### src/rtl/approx_seq_mult_if.sv
// rtl/approx_seq_mult_if.sv - start/busy/done handshake bundle for approx_seq_mult
interface approx_seq_mult_if #(
    parameter int A_WIDTH = 16,
    parameter int B_WIDTH = 16
);
    logic                       start;
    logic [A_WIDTH-1:0]         a;
    logic [B_WIDTH-1:0]         b;
    logic                       approx_en;
    logic                       busy;
    logic                       done;
    logic [A_WIDTH+B_WIDTH-1:0] m;

    // Requester side: issues operands, watches status and result
    modport master (
        output start, a, b, approx_en,
        input  busy, done, m
    );

    // Multiplier side
    modport slave (
        input  start, a, b, approx_en,
        output busy, done, m
    );
endinterface

### src/rtl/approx_seq_mult.sv
// rtl/approx_seq_mult.sv - radix-4 iterative multiplier with optional LSB-column truncation
module approx_seq_mult #(
    parameter int A_WIDTH = 16,
    parameter int B_WIDTH = 16,
    parameter int TRUNC   = 8
) (
    input  logic               clk,
    input  logic               rst,
    approx_seq_mult_if.slave   bus
);
    localparam int P  = A_WIDTH + B_WIDTH;
    localparam int N  = B_WIDTH / 2;
    localparam int IW = (N > 1) ? $clog2(N) : 1;

    localparam logic [1:0] ST_IDLE = 2'd0;
    localparam logic [1:0] ST_RUN  = 2'd1;
    localparam logic [1:0] ST_DONE = 2'd2;

    logic [1:0]         state_q, state_d;
    logic [A_WIDTH-1:0] a_q, a_d;
    logic [B_WIDTH-1:0] b_q, b_d;
    logic               approx_q, approx_d;
    logic [P-1:0]       acc_q, acc_d;
    logic [IW-1:0]      i_q, i_d;
    logic [P-1:0]       m_q, m_d;

    logic [A_WIDTH+1:0] pp;
    logic [P-1:0]       term_raw;
    logic [P-1:0]       term;
    logic [P-1:0]       keep_mask;

    // Columns at or above TRUNC survive truncation; computed once from the parameter
    always_comb begin
        keep_mask = '0;
        for (int k = 0; k < P; k++) begin
            keep_mask[k] = (k >= TRUNC);
        end
    end

    // Partial product of the current digit; b_q is shifted down so the digit is always its LSBs.
    // The mask applies to absolute product columns, so it is applied after the 2i shift.
    always_comb begin
        pp       = a_q * b_q[1:0];
        term_raw = P'(pp) << {i_q, 1'b0};
        term     = approx_q ? (term_raw & keep_mask) : term_raw;
    end

    // Next-state logic for accept, digit accumulation and completion
    always_comb begin
        state_d  = state_q;
        a_d      = a_q;
        b_d      = b_q;
        approx_d = approx_q;
        acc_d    = acc_q;
        i_d      = i_q;
        m_d      = m_q;
        case (state_q)
            ST_RUN: begin
                acc_d = acc_q + term;
                b_d   = b_q >> 2;
                i_d   = i_q + 1'b1;
                if (i_q == IW'(N - 1)) begin
                    m_d     = acc_q + term;
                    state_d = ST_DONE;
                end
            end
            default: begin
                // IDLE and DONE both accept; DONE falls back to IDLE otherwise
                if (bus.start) begin
                    a_d      = bus.a;
                    b_d      = bus.b;
                    approx_d = bus.approx_en;
                    acc_d    = '0;
                    i_d      = '0;
                    state_d  = ST_RUN;
                end else begin
                    state_d = ST_IDLE;
                end
            end
        endcase
    end

    // State registers; reset discards any in-flight operation and clears the result
    always_ff @(posedge clk or posedge rst) begin
        if (rst) begin
            state_q  <= ST_IDLE;
            a_q      <= '0;
            b_q      <= '0;
            approx_q <= 1'b0;
            acc_q    <= '0;
            i_q      <= '0;
            m_q      <= '0;
        end else begin
            state_q  <= state_d;
            a_q      <= a_d;
            b_q      <= b_d;
            approx_q <= approx_d;
            acc_q    <= acc_d;
            i_q      <= i_d;
            m_q      <= m_d;
        end
    end

    assign bus.busy = (state_q == ST_RUN);
    assign bus.done = (state_q == ST_DONE);
    assign bus.m    = m_q;
endmodule

### src/flat_wrapper.sv
// flat-port wrapper written by rule: the top's interface ports become plain ports
module approx_seq_mult_flat 
#(
    parameter int A_WIDTH = 16,
    parameter int B_WIDTH = 16,
    parameter int TRUNC   = 8
)
  (clk, rst, bus_start, bus_a, bus_b, bus_approx_en, bus_busy, bus_done, bus_m);
  approx_seq_mult_if #(.A_WIDTH(A_WIDTH), .B_WIDTH(B_WIDTH)) bus_i ();
  input  logic clk;
  input  logic rst;
  input wire logic [$bits(bus_i.start)-1:0] bus_start;
  input wire logic [$bits(bus_i.a)-1:0] bus_a;
  input wire logic [$bits(bus_i.b)-1:0] bus_b;
  input wire logic [$bits(bus_i.approx_en)-1:0] bus_approx_en;
  output wire logic [$bits(bus_i.busy)-1:0] bus_busy;
  output wire logic [$bits(bus_i.done)-1:0] bus_done;
  output wire logic [$bits(bus_i.m)-1:0] bus_m;
  assign bus_i.start = bus_start;
  assign bus_i.a = bus_a;
  assign bus_i.b = bus_b;
  assign bus_i.approx_en = bus_approx_en;
  assign bus_busy = bus_i.busy;
  assign bus_done = bus_i.done;
  assign bus_m = bus_i.m;
  approx_seq_mult #(.A_WIDTH(A_WIDTH), .B_WIDTH(B_WIDTH), .TRUNC(TRUNC)) u_core (.clk(clk), .rst(rst), .bus(bus_i));
endmodule
### config.mk
export PLATFORM = sky130hd
export DESIGN_NAME = approx_seq_mult_flat
export DESIGN_NICKNAME = d
export VERILOG_FILES = /design/src/rtl/approx_seq_mult_if.sv /design/src/rtl/approx_seq_mult.sv /design/src/flat_wrapper.sv
export SDC_FILE = /design/constraint.sdc
export NUM_CORES = 1
export LEC_CHECK = 0
export BUFFER_PORTS_ARGS = -buffer_cell sky130_fd_sc_hd__buf_4
export CAP_MARGIN = 5
export CORE_ASPECT_RATIO = 0.5
export CORE_MARGIN = 4
export CORE_UTILIZATION = 30
export DETAILED_ROUTE_END_ITERATION = 12
export PLACE_DENSITY_LB_ADDON = 0.2
export SYNTH_ARGS = -nofsm -noshare
export SYNTH_HDL_FRONTEND = slang
export SYNTH_SLANG_ARGS = --single-unit
export TNS_END_PERCENT = 30
### constraint.sdc
create_clock -name clk -period 15.9 [get_ports clk]
set_input_delay 0.795 -clock clk [delete_from_list [all_inputs] [get_ports clk]]
set_output_delay 0.795 -clock clk [all_outputs]
set_load 0.02 [all_outputs]
==> metrics, run 1 <==
Starting Density=a little under a third; Nets=959; Critical R2R Launch=u_core.b_q[0]; # rows=39; total power divided by cell area=around 230 nW/µm²; placed cell count=1,167; DRT iter0 DRCs=288; Max-Cap Viols=0; number of synthesized register bits=102; launch point of the critical path=u_core.b_q[0]; Pwr Total=about 1.9 mW; Crit Path Category=reg -> reg; TritonRoute pass-1 iters=5; CP max FO=18; Synth area leaders=dfrtp_1 35%, ha_1 8.6%, o21ai_0 7.3%, nand2_1 4.6%, mux2_2 3.7%; total gr overflow=0; Async SR Flop Fraction=100%; reg-to-reg slack, setup=9.91 ns; setup TNS=0 ns; Setup crit start kind=flop; Setup WS post-layout=9.91 ns; Layout Cell Area excl Fill=8350 µm²; CP Data Arrival Time=between 6 and 7 ns; Routed Antenna Nets=0; fin crit share=37.7%; Buffers on Ports=69; initial antenna violation count=0; Pins Over Slew Limit=0; P&R area growth vs syn=15.2%; WL per Instance=15.6 µm; Num CTS Buffers=9; Max Root-Sink Buffers=2; clk_skew=between 0.008 and 0.009 ns; DP HPWL=between 10,000 and 15,000 µm; syn nets=roughly 920; die area=26,900 µm²; Avg Inst Size Synth=8.72 µm²; synth unique cells=66; Post-Syn Area=7250 µm²; Die Wd=228 µm; final-report setup violation count=0; final non-filler cell total=1,183; Hold-fix buffers, CTS=0; R2R depth=21; vias after detailed routing=between 6,000 and 7,000; post-CTS setup repair buffer count=0; Fin. Hold Viols=0; Die Y=roughly 120 µm; Critical Path End Type=flop; leading register cell type out of synthesis=dfrtp_1; Leakage Power=3.85 nW; status=finished clean; final wirelength=18,400 µm; Antenna Cells=0; Hold Crit Class=in -> async; first-pass GRT wire length=about 31,000 µm; largest net degree at the start of global routing=72; EDFF count, synth=0; yosys warns=0; synthesized instance count=831; via/cell ratio=approximately 5; top cell type's share of synthesized area=35.2%; H-tree lvl count=3; register area share after synthesis=a little over a third; commonest cells after routing, fill and taps aside=105 x o21ai_0, 102 x dfrtp_1, 88 x nand2_1; Clock transition at path regs=0.07 ns; GRT Overall Usage=13.9%; Sink Count=between 100 and 150; Reg-to-Reg End=u_core.bus.m[30]; RSZ-0062 raised after global routing=no; vias in the first global route=5,775; Max-Slew Margin vs Limit=34.3%; RD Place Congestion=roughly 0.87; leading area contributor after synthesis=dfrtp_1; Ports=70; post-layout min period=5.99 ns; worst skew pair latency=roughly 0.37 ns; dpl cell area=~8000 µm²; f_max=between 0.15 and 0.2 GHz; CTS tree=yes; maximum VDD drop=0.0640 mV; commonest non-fill, non-tap cell in the layout=o21ai_0; CP Data Required Time=16.20 ns; DRC=0; Post-CTS Resized=0; Tightest Pin Transition=~0.99 ns; clock root cell=clkbuf_16; Setup WS pre-CTS=9.89 ns; share of cells above drive strength 1=14.8%; core area=about 23,000 µm²
[worst max-delay path: stages (launching register included)]
cell and delay (ns):
dfrtp_1 0.62, and2_1 0.19, ha_1 0.16, inv_1 0.05, fa_1 0.39, nand2b_1 0.18, a21oi_1 0.25, nand2b_1 0.23
nor2_1 0.06, o21a_1 0.18, a221oi_1 0.53, nor2_1 0.09, a2111oi_0 0.50, ha_1 0.40, a211o_1 0.33, o31ai_1 0.31
a21oi_1 0.17, a311o_1 0.42, a21oi_2 0.25, o41ai_1 0.15, or3_1 0.36, nand3_1 0.10
[routing by layer]
metal	track usage [%]	routed length [µm]
met1	21.0	9910
met5	0	0
met2	19.8	7460
met4	3.78	253
met3	3.12	806
[registers in the layout, summed over array words and instances (netlist names)]
signal / count
u_core.state_q: 2
u_core.b_q: 16
u_core.bus.m: 32
u_core.a_q: 16
u_core.approx_q: 1
u_core.i_q: 3
u_core.acc_q: 32
[cell type report]
cell class	instances	area, µm²
Inverter	26	100
Tap cell	307	384
Clock inverter	3	65.1
Fill cell	2372	14900
Sequential cell	102	2550
Multi-Input combinational cell	659	4430
Clock buffer	13	270
Timing Repair Buffer	73	548
[synth_stat cells (3+ instances only)]
cell type and instances:
o211ai_1 3, o21a_1 4, mux2_2 24, clkbuf_1 39, and3_1 3, inv_1 24
o2bb2ai_1 4, and2_1 30, xor2_1 17, nor3b_1 3, nor2_1 54, nand2b_1 10
mux2i_1 25, dfrtp_1 102, a21o_1 17, a2111oi_0 3, nand4_1 5, or3_1 7
nor2b_1 9, a211oi_1 9, o21bai_1 9, a31o_2 3, nand3b_1 30, nor3_1 6
o21ai_0 105, o22ai_1 3, nand2_1 89, xnor2_1 21, o31ai_1 5, nand3_1 14
ha_1 50, a31oi_1 7, a21oi_1 50, or2_2 4
[through the flow]
step                util [%]  hold slack, ns
finish                  35.9           0.420
floorplan                  -           0.449
global placement        34.4           0.462
CTS                     35.9           0.423
global route            35.9           0.436
detailed placement      34.4           0.469
[cells by family after synthesis]
kind of cell    count (synthesis)  share of synthesized area [%]
mux                            49                           7.18
fa+ha+maj                      52                           9.18
buf+inv                        70                           3.76
compound gates                248                           21.0
xor+xnor                       39                           4.82
simple gates                  271                           18.8
flops                         102                           35.2
[power breakdown]
part,switching [mW],internal (mW),total (mW)
registers,0.0972,0.384,0.481
clock network,0.100,0.151,0.251
logic,0.703,0.465,1.17
total,0.901,0.999,1.90
[how the worst max path moves through the flow]
stage | to | slack, ns | cells past startpoint
5_1_grt | u_core.bus.m[30] | 9.40 | 21
3_5_place_dp | u_core.acc_q[30] | 9.89 | 21
2_1_floorplan | u_core.bus.m[31] | 10.89 | 22
3_3_place_gp | u_core.bus.m[30] | 10.15 | 21
4_1_cts | u_core.bus.m[30] | 9.86 | 21
6_report | u_core.bus.m[30] | 9.91 | 21
(Power assumes the default switching activity.)
==> inputs of run 2 (changes only) <==
clock period = 5.5 ns   (was 15.9 ns; I/O delays follow)
==> metrics, run 2 (synthesis results as in run 1) <==
status=finished clean; CP top delay family=compound AO/OA/AOI/OAI gates; # rows=39 (unchanged); total power divided by cell area=663 nW/µm² (+190%); Routed Antenna Nets=0 (unchanged); most frequent CP cell=a211oi_2; vias in the first global route=6,109 (+5.8%); Gate power share=64.8% (+3.3 points); Clock transition at path regs=0.07 ns (about the same); worst path cell trace=buf_4, and2_1, ha_1, a21o_1, a31o_1, o211a_1, o21ai_2, a21oi_2, o221a_4, xnor2_4, a221o_1, mux2_2, ha_2, a211oi_2, o21bai_1, a211oi_2, o2111a_1, nand3_1, a31o_2, nor3b_2, or3_1, a31oi_1; Hold Crit Class=in -> reg; cell internal pwr=3.03 mW (+200%); post-layout min period=5.21 ns (-0.777 ns); NetSw=2.72 mW (+200%); DRC=0 (unchanged); RD Place Congestion=0.892 (+2.0%); Num CTS Buffers=9 (unchanged); CTS tree=yes; DP HPWL=14,300 µm (+4.3%); switching portion of total power=47.3% (-0.056 points); maximum VDD drop=0.204 mV (+220%); first-pass GRT wire length=32,200 µm (+4.3%); clk_skew=0.0102 ns (+0.00157 ns); Max-Slew Margin vs Limit=34.0% (-0.28 points); Seq pwr share=23.5% (-1.8 points); Die Y=118 µm (unchanged); RSZ-0062 raised after global routing=yes; slowest CP cell=dfrtp_1; f_max=0.192 GHz (+15%); worst skew pair latency=0.37 ns (about the same); vias after detailed routing=6,165 (+2.1%); number of fill cells=2,344 (-1.2%); commonest cells after routing, fill and taps aside=103 x o21ai_0, 103 x buf_4, 101 x dfrtp_1; CP Data Arrival Time=5.51 ns (-0.79 ns); Nets=990 (+3.2%); setup TNS=0 ns (unchanged); Setup WS post-layout=0.286 ns (-9.62 ns); final-report setup violation count=0 (unchanged); Die Wd=228 µm (unchanged); TritonRoute pass-1 iters=4 (-1); WP buf/inv=1 (unchanged); share of cells above drive strength 1=19.3% (+4.5 points); Antenna Cells=0 (unchanged); CP max FO=6 (-12); Ports=70 (unchanged); WL per Instance=15.8 µm (+1.5%); core area=23,300 µm² (unchanged); Leakage Power=4.02 nW (+4.3%); via/cell ratio=5.08 (-0.47%); Sink Count=102 (unchanged); Pins Over Slew Limit=0 (unchanged); GRT Overall Usage=14.5% (+0.59 points); clock root cell=clkbuf_16; Max Root-Sink Buffers=2 (unchanged); die area=26,900 µm² (unchanged); Starting Density=31.1% (unchanged); largest net degree at the start of global routing=65 (-9.7%); total gr overflow=0 (unchanged); Max-Cap Viols=0 (unchanged); DRT iter0 DRCs=334 (+16%); initial antenna violation count=0 (unchanged); Setup crit start kind=flop; Buffers on Ports=69 (unchanged); fin crit share=94.8% (+57 points); Tightest Pin Transition=0.987 ns (+0.000635 ns); H-tree lvl count=3 (unchanged); Fin. Hold Viols=0 (unchanged); clock power share=11.6% (-1.6 points); CP Data Required Time=5.79 ns (-10.41 ns); Setup WS pre-CTS=-0.0800 ns (-9.97 ns); CP peak stage delay=0.42 ns (-0.20 ns); final wirelength=19,200 µm (+4.1%); Crit Path Category=reg -> reg; P&R area growth vs syn=19.6%; Critical Path End Type=flop
run 2: cell type report:
| class | count | area, µm² | share of cell area (%) |
|---|---|---|---|
| clock buffer | 10 | 239 | 2.76 |
| timing repair buffer | 104 | 783 | 9.03 |
| inverter | 26 | 100 | 1.15 |
| sequential | 102 | 2550 | 29.5 |
| clock inverter | 5 | 58.8 | 0.678 |
| multi-input combinational | 659 | 4550 | 52.5 |
| tap | 307 | 384 | 4.43 |
run 2: timing repair:
action,4_1_cts,5_1_grt
hold buffers,1,0
buffers inserted,0,0
hold endpoints to repair,41,0
endpoints found under the setup margin,2,25
resized for setup,2,22
pin swaps,0,5
run 2: power groups by stage:
stage	clock network [mW]	logic, mW	registers (mW)
floorplan	0	2.45	1.41
global placement	0	3.60	1.36
detailed placement	0	3.66	1.37
CTS	0.701	3.67	1.36
global route	0.722	4.20	1.41
finish	0.668	3.73	1.35
run 2: final timing paths:
check | end | slack [ns] | cells past startpoint | start
min in group asynchronous | u_core.b_q[11] | 0.52 | 3 | rst
worst min-delay path | u_core.a_q[13] | 0.14 | 2 | bus_a[13]
max in group asynchronous | u_core.b_q[1] | 3.72 | 4 | rst
worst max-delay path | u_core.bus.m[31] | 0.29 | 22 | u_core.b_q[0]
worst min register to register | u_core.bus.m[14] | 0.48 | 2 | u_core.bus.m[14]
worst max register to register | u_core.bus.m[31] | 0.29 | 22 | u_core.b_q[0]
run 2: routing by layer:
layer	GRT usage, %	part of all wire [%]
met3	2.95	3.1
met2	21.4	41
met1	21.3	54
met5	0	0
met4	4.36	1.6
run 2: per-stage QoR:
step / util [%] / hold WS, ns / area [µm²] / cells / total power, mW
floorplan: - / 0.426 / 7250 / 831 / 3.86
global placement: 35.4 / 0.361 / 8240 / 1197 / 4.96
detailed placement: 35.4 / 0.369 / 8240 / 1197 / 5.02
CTS: 36.8 / 0.114 / 8550 / 1213 / 5.73
global route: 37.2 / 0.127 / 8670 / 1213 / 6.33
finish: 37.2 / 0.139 / 8670 / 1213 / 5.75
==> inputs of run 3 (changes only) <==
BUFFER_PORTS_ARGS = -buffer_cell sky130_fd_sc_hd__buf_2   (was -buffer_cell sky130_fd_sc_hd__buf_4)
==> metrics, run 3 (synthesis results as in run 1) <==
vias in the first global route=5,961 (-2.4%); commonest cells after routing, fill and taps aside=101 x o21ai_0, 101 x dfrtp_1, 88 x nand2_1; initial antenna violation count=0 (unchanged); Buffers on Ports=69 (unchanged); Clock transition at path regs=0.07 ns (about the same); Starting Density=31.1% (unchanged); Hold Crit Class=in -> async; Layout Cell Area excl Fill=8500 µm² (-1.9%); Die Y=118 µm (unchanged); CP Data Required Time=5.80 ns (about the same); Seq pwr share=23.5% (about the same); largest net degree at the start of global routing=65 (unchanged); # rows=39 (unchanged); CTS tree=yes; Critical Path End Type=flop; die area=26,900 µm² (unchanged); Reg-to-Reg End=u_core.bus.m[31]; post-layout min period=5.27 ns (+0.0550 ns); maximum VDD drop=0.221 mV (+8.4%); RSZ-0062 raised after global routing=yes; via/cell ratio=5.00 (-1.6%); Nets=997 (+0.71%); dpl cell area=8120 µm² (-1.5%); Gate power share=65.1% (+0.3 points); DP HPWL=14,100 µm (-1.4%); Antenna Cells=0 (unchanged); CP Data Arrival Time=5.57 ns (+0.06 ns); fin crit share=95.8% (+1.0 points); NetSw=2.72 mW (-0.27%); Leakage Power=3.98 nW (-0.79%); clk_skew=0.00678 ns (-0.00341 ns); Tightest Pin Transition=1.01 ns (+0.0185 ns); Final Util=36.5% (-0.72 points); first-pass GRT wire length=31,800 µm (-1.2%); Num CTS Buffers=9 (unchanged); Pins Over Slew Limit=0 (unchanged); final non-filler cell total=1,221 (+0.66%); Max-Cap Viols=0 (unchanged); H-tree lvl count=3 (unchanged); total gr overflow=0 (unchanged); P&R area growth vs syn=17.3%; DRT iter0 DRCs=383 (+15%); WL per Instance=15.5 µm (-2.0%); RD Place Congestion=0.847 (-5.0%); total power divided by cell area=670 nW/µm² (+0.94%); Routed Antenna Nets=0 (unchanged); CP max FO=11 (+5); Setup WS pre-CTS=-0.113 ns (-0.0331 ns); vias after detailed routing=6,107 (-0.94%); Setup WS post-layout=0.231 ns (-0.0550 ns); TritonRoute pass-1 iters=4 (unchanged); Fin. Hold Viols=0 (unchanged); switching portion of total power=47.7% (+0.35 points); Critical R2R Launch=u_core.b_q[1]; worst skew pair latency=0.37 ns (about the same); share of cells above drive strength 1=19.7% (+0.38 points); placed cell count=1,204 (+0.58%); Sink Count=102 (unchanged); GRT Overall Usage=14.5% (-0.049 points); reg-to-reg slack, setup=0.23 ns (-0.06 ns); Setup crit start kind=flop; final-report setup violation count=0 (unchanged); DRC=0 (unchanged); Max-Slew Margin vs Limit=32.8% (-1.2 points); Crit Path Category=reg -> reg; core area=23,300 µm² (unchanged); clock root cell=clkbuf_16; Die Wd=228 µm (unchanged); clock power share=11.4% (-0.2 points); Ports=70 (unchanged); cell internal pwr=2.98 mW (-1.7%); f_max=0.190 GHz (-1.0%); number of fill cells=2,391 (+2.0%); R2R depth=21 (-4.5%); final wirelength=18,900 µm (-1.3%); status=finished clean; Max Root-Sink Buffers=2 (unchanged)
-- run 3: worst max path at each step --
stage                              from                to  slack [ns]  depth (start not counted)
final                     u_core.b_q[1]  u_core.bus.m[31]        0.23                         21
after global routing      u_core.b_q[1]  u_core.bus.m[31]       -0.02                         21
after CTS                 u_core.b_q[1]  u_core.bus.m[30]        0.02                         22
after detailed placement  u_core.b_q[1]  u_core.bus.m[30]       -0.11                         24
after global placement    u_core.b_q[1]  u_core.bus.m[30]        0.13                         22
after floorplan           u_core.b_q[1]  u_core.bus.m[31]        0.49                         22
-- run 3: cell type report --
| type | instances | area, µm² | area share, % |
|---|---|---|---|
| timing repair buffer | 111 | 661 | 7.77 |
| multi-input combinational | 659 | 4510 | 53.0 |
| sequential | 102 | 2550 | 30.0 |
| tap | 307 | 384 | 4.52 |
| clock buffer | 12 | 267 | 3.13 |
| clock inverter | 4 | 28.8 | 0.338 |
| inverter | 26 | 100 | 1.18 |
-- run 3: repair_timing --
| item | in CTS | in global routing |
|---|---|---|
| resized for setup | 2 | 17 |
| setup buffers | 0 | 1 |
| hold buffers | 0 | 0 |
| hold endpoints to repair | 0 | 0 |
| endpoints found under the setup margin | 6 | 28 |
| cloned | 0 | 0 |
| pin swaps | 0 | 1 |
-- run 3: power groups by stage --
stage / Combinational, mW / Sequential, mW / Clock (mW)
6_report: 3.71 / 1.34 / 0.648
5_1_grt: 4.16 / 1.40 / 0.707
4_1_cts: 3.66 / 1.35 / 0.682
3_5_place_dp: 3.65 / 1.35 / 0
3_3_place_gp: 3.58 / 1.35 / 0
2_1_floorplan: 2.45 / 1.41 / 0
-- run 3: layer usage --
metal / GRT usage (%) / vias up / part of all wire [%]
li1: - / 3122 / -
met1: 21.6 / 2873 / 53
met2: 20.8 / 97 / 42
met3: 3.63 / 15 / 3.9
met4: 3.36 / 0 / 1.0
met5: 0 / - / 0
-- run 3: through the flow --
stage,hold slack [ns],setup TNS [ns],total power [mW]
2_1_floorplan,0.426,0,3.86
5_1_grt,0.111,-0.0508,6.26
6_report,0.0532,0,5.69
3_5_place_dp,0.464,-0.221,5.00
4_1_cts,0.0772,0,5.69
3_3_place_gp,0.457,0,4.93
-- run 3: critical path, cell delays in order (launching register included) --
cell and delay, ns:
dfrtp_2 0.46, and2_1 0.17, ha_1 0.31, a21o_1 0.22, a31o_1 0.21, o211a_1 0.25, o21ai_2 0.17, a21oi_2 0.10
o221a_2 0.31, xnor2_4 0.17, a221o_1 0.37, mux2_2 0.28, ha_2 0.30, a211oi_1 0.25, o21bai_1 0.12, a211oi_2 0.26
o2111a_1 0.22, nand3_1 0.12, a31o_2 0.27, nor3b_1 0.16, or3_1 0.32, a31oi_1 0.16
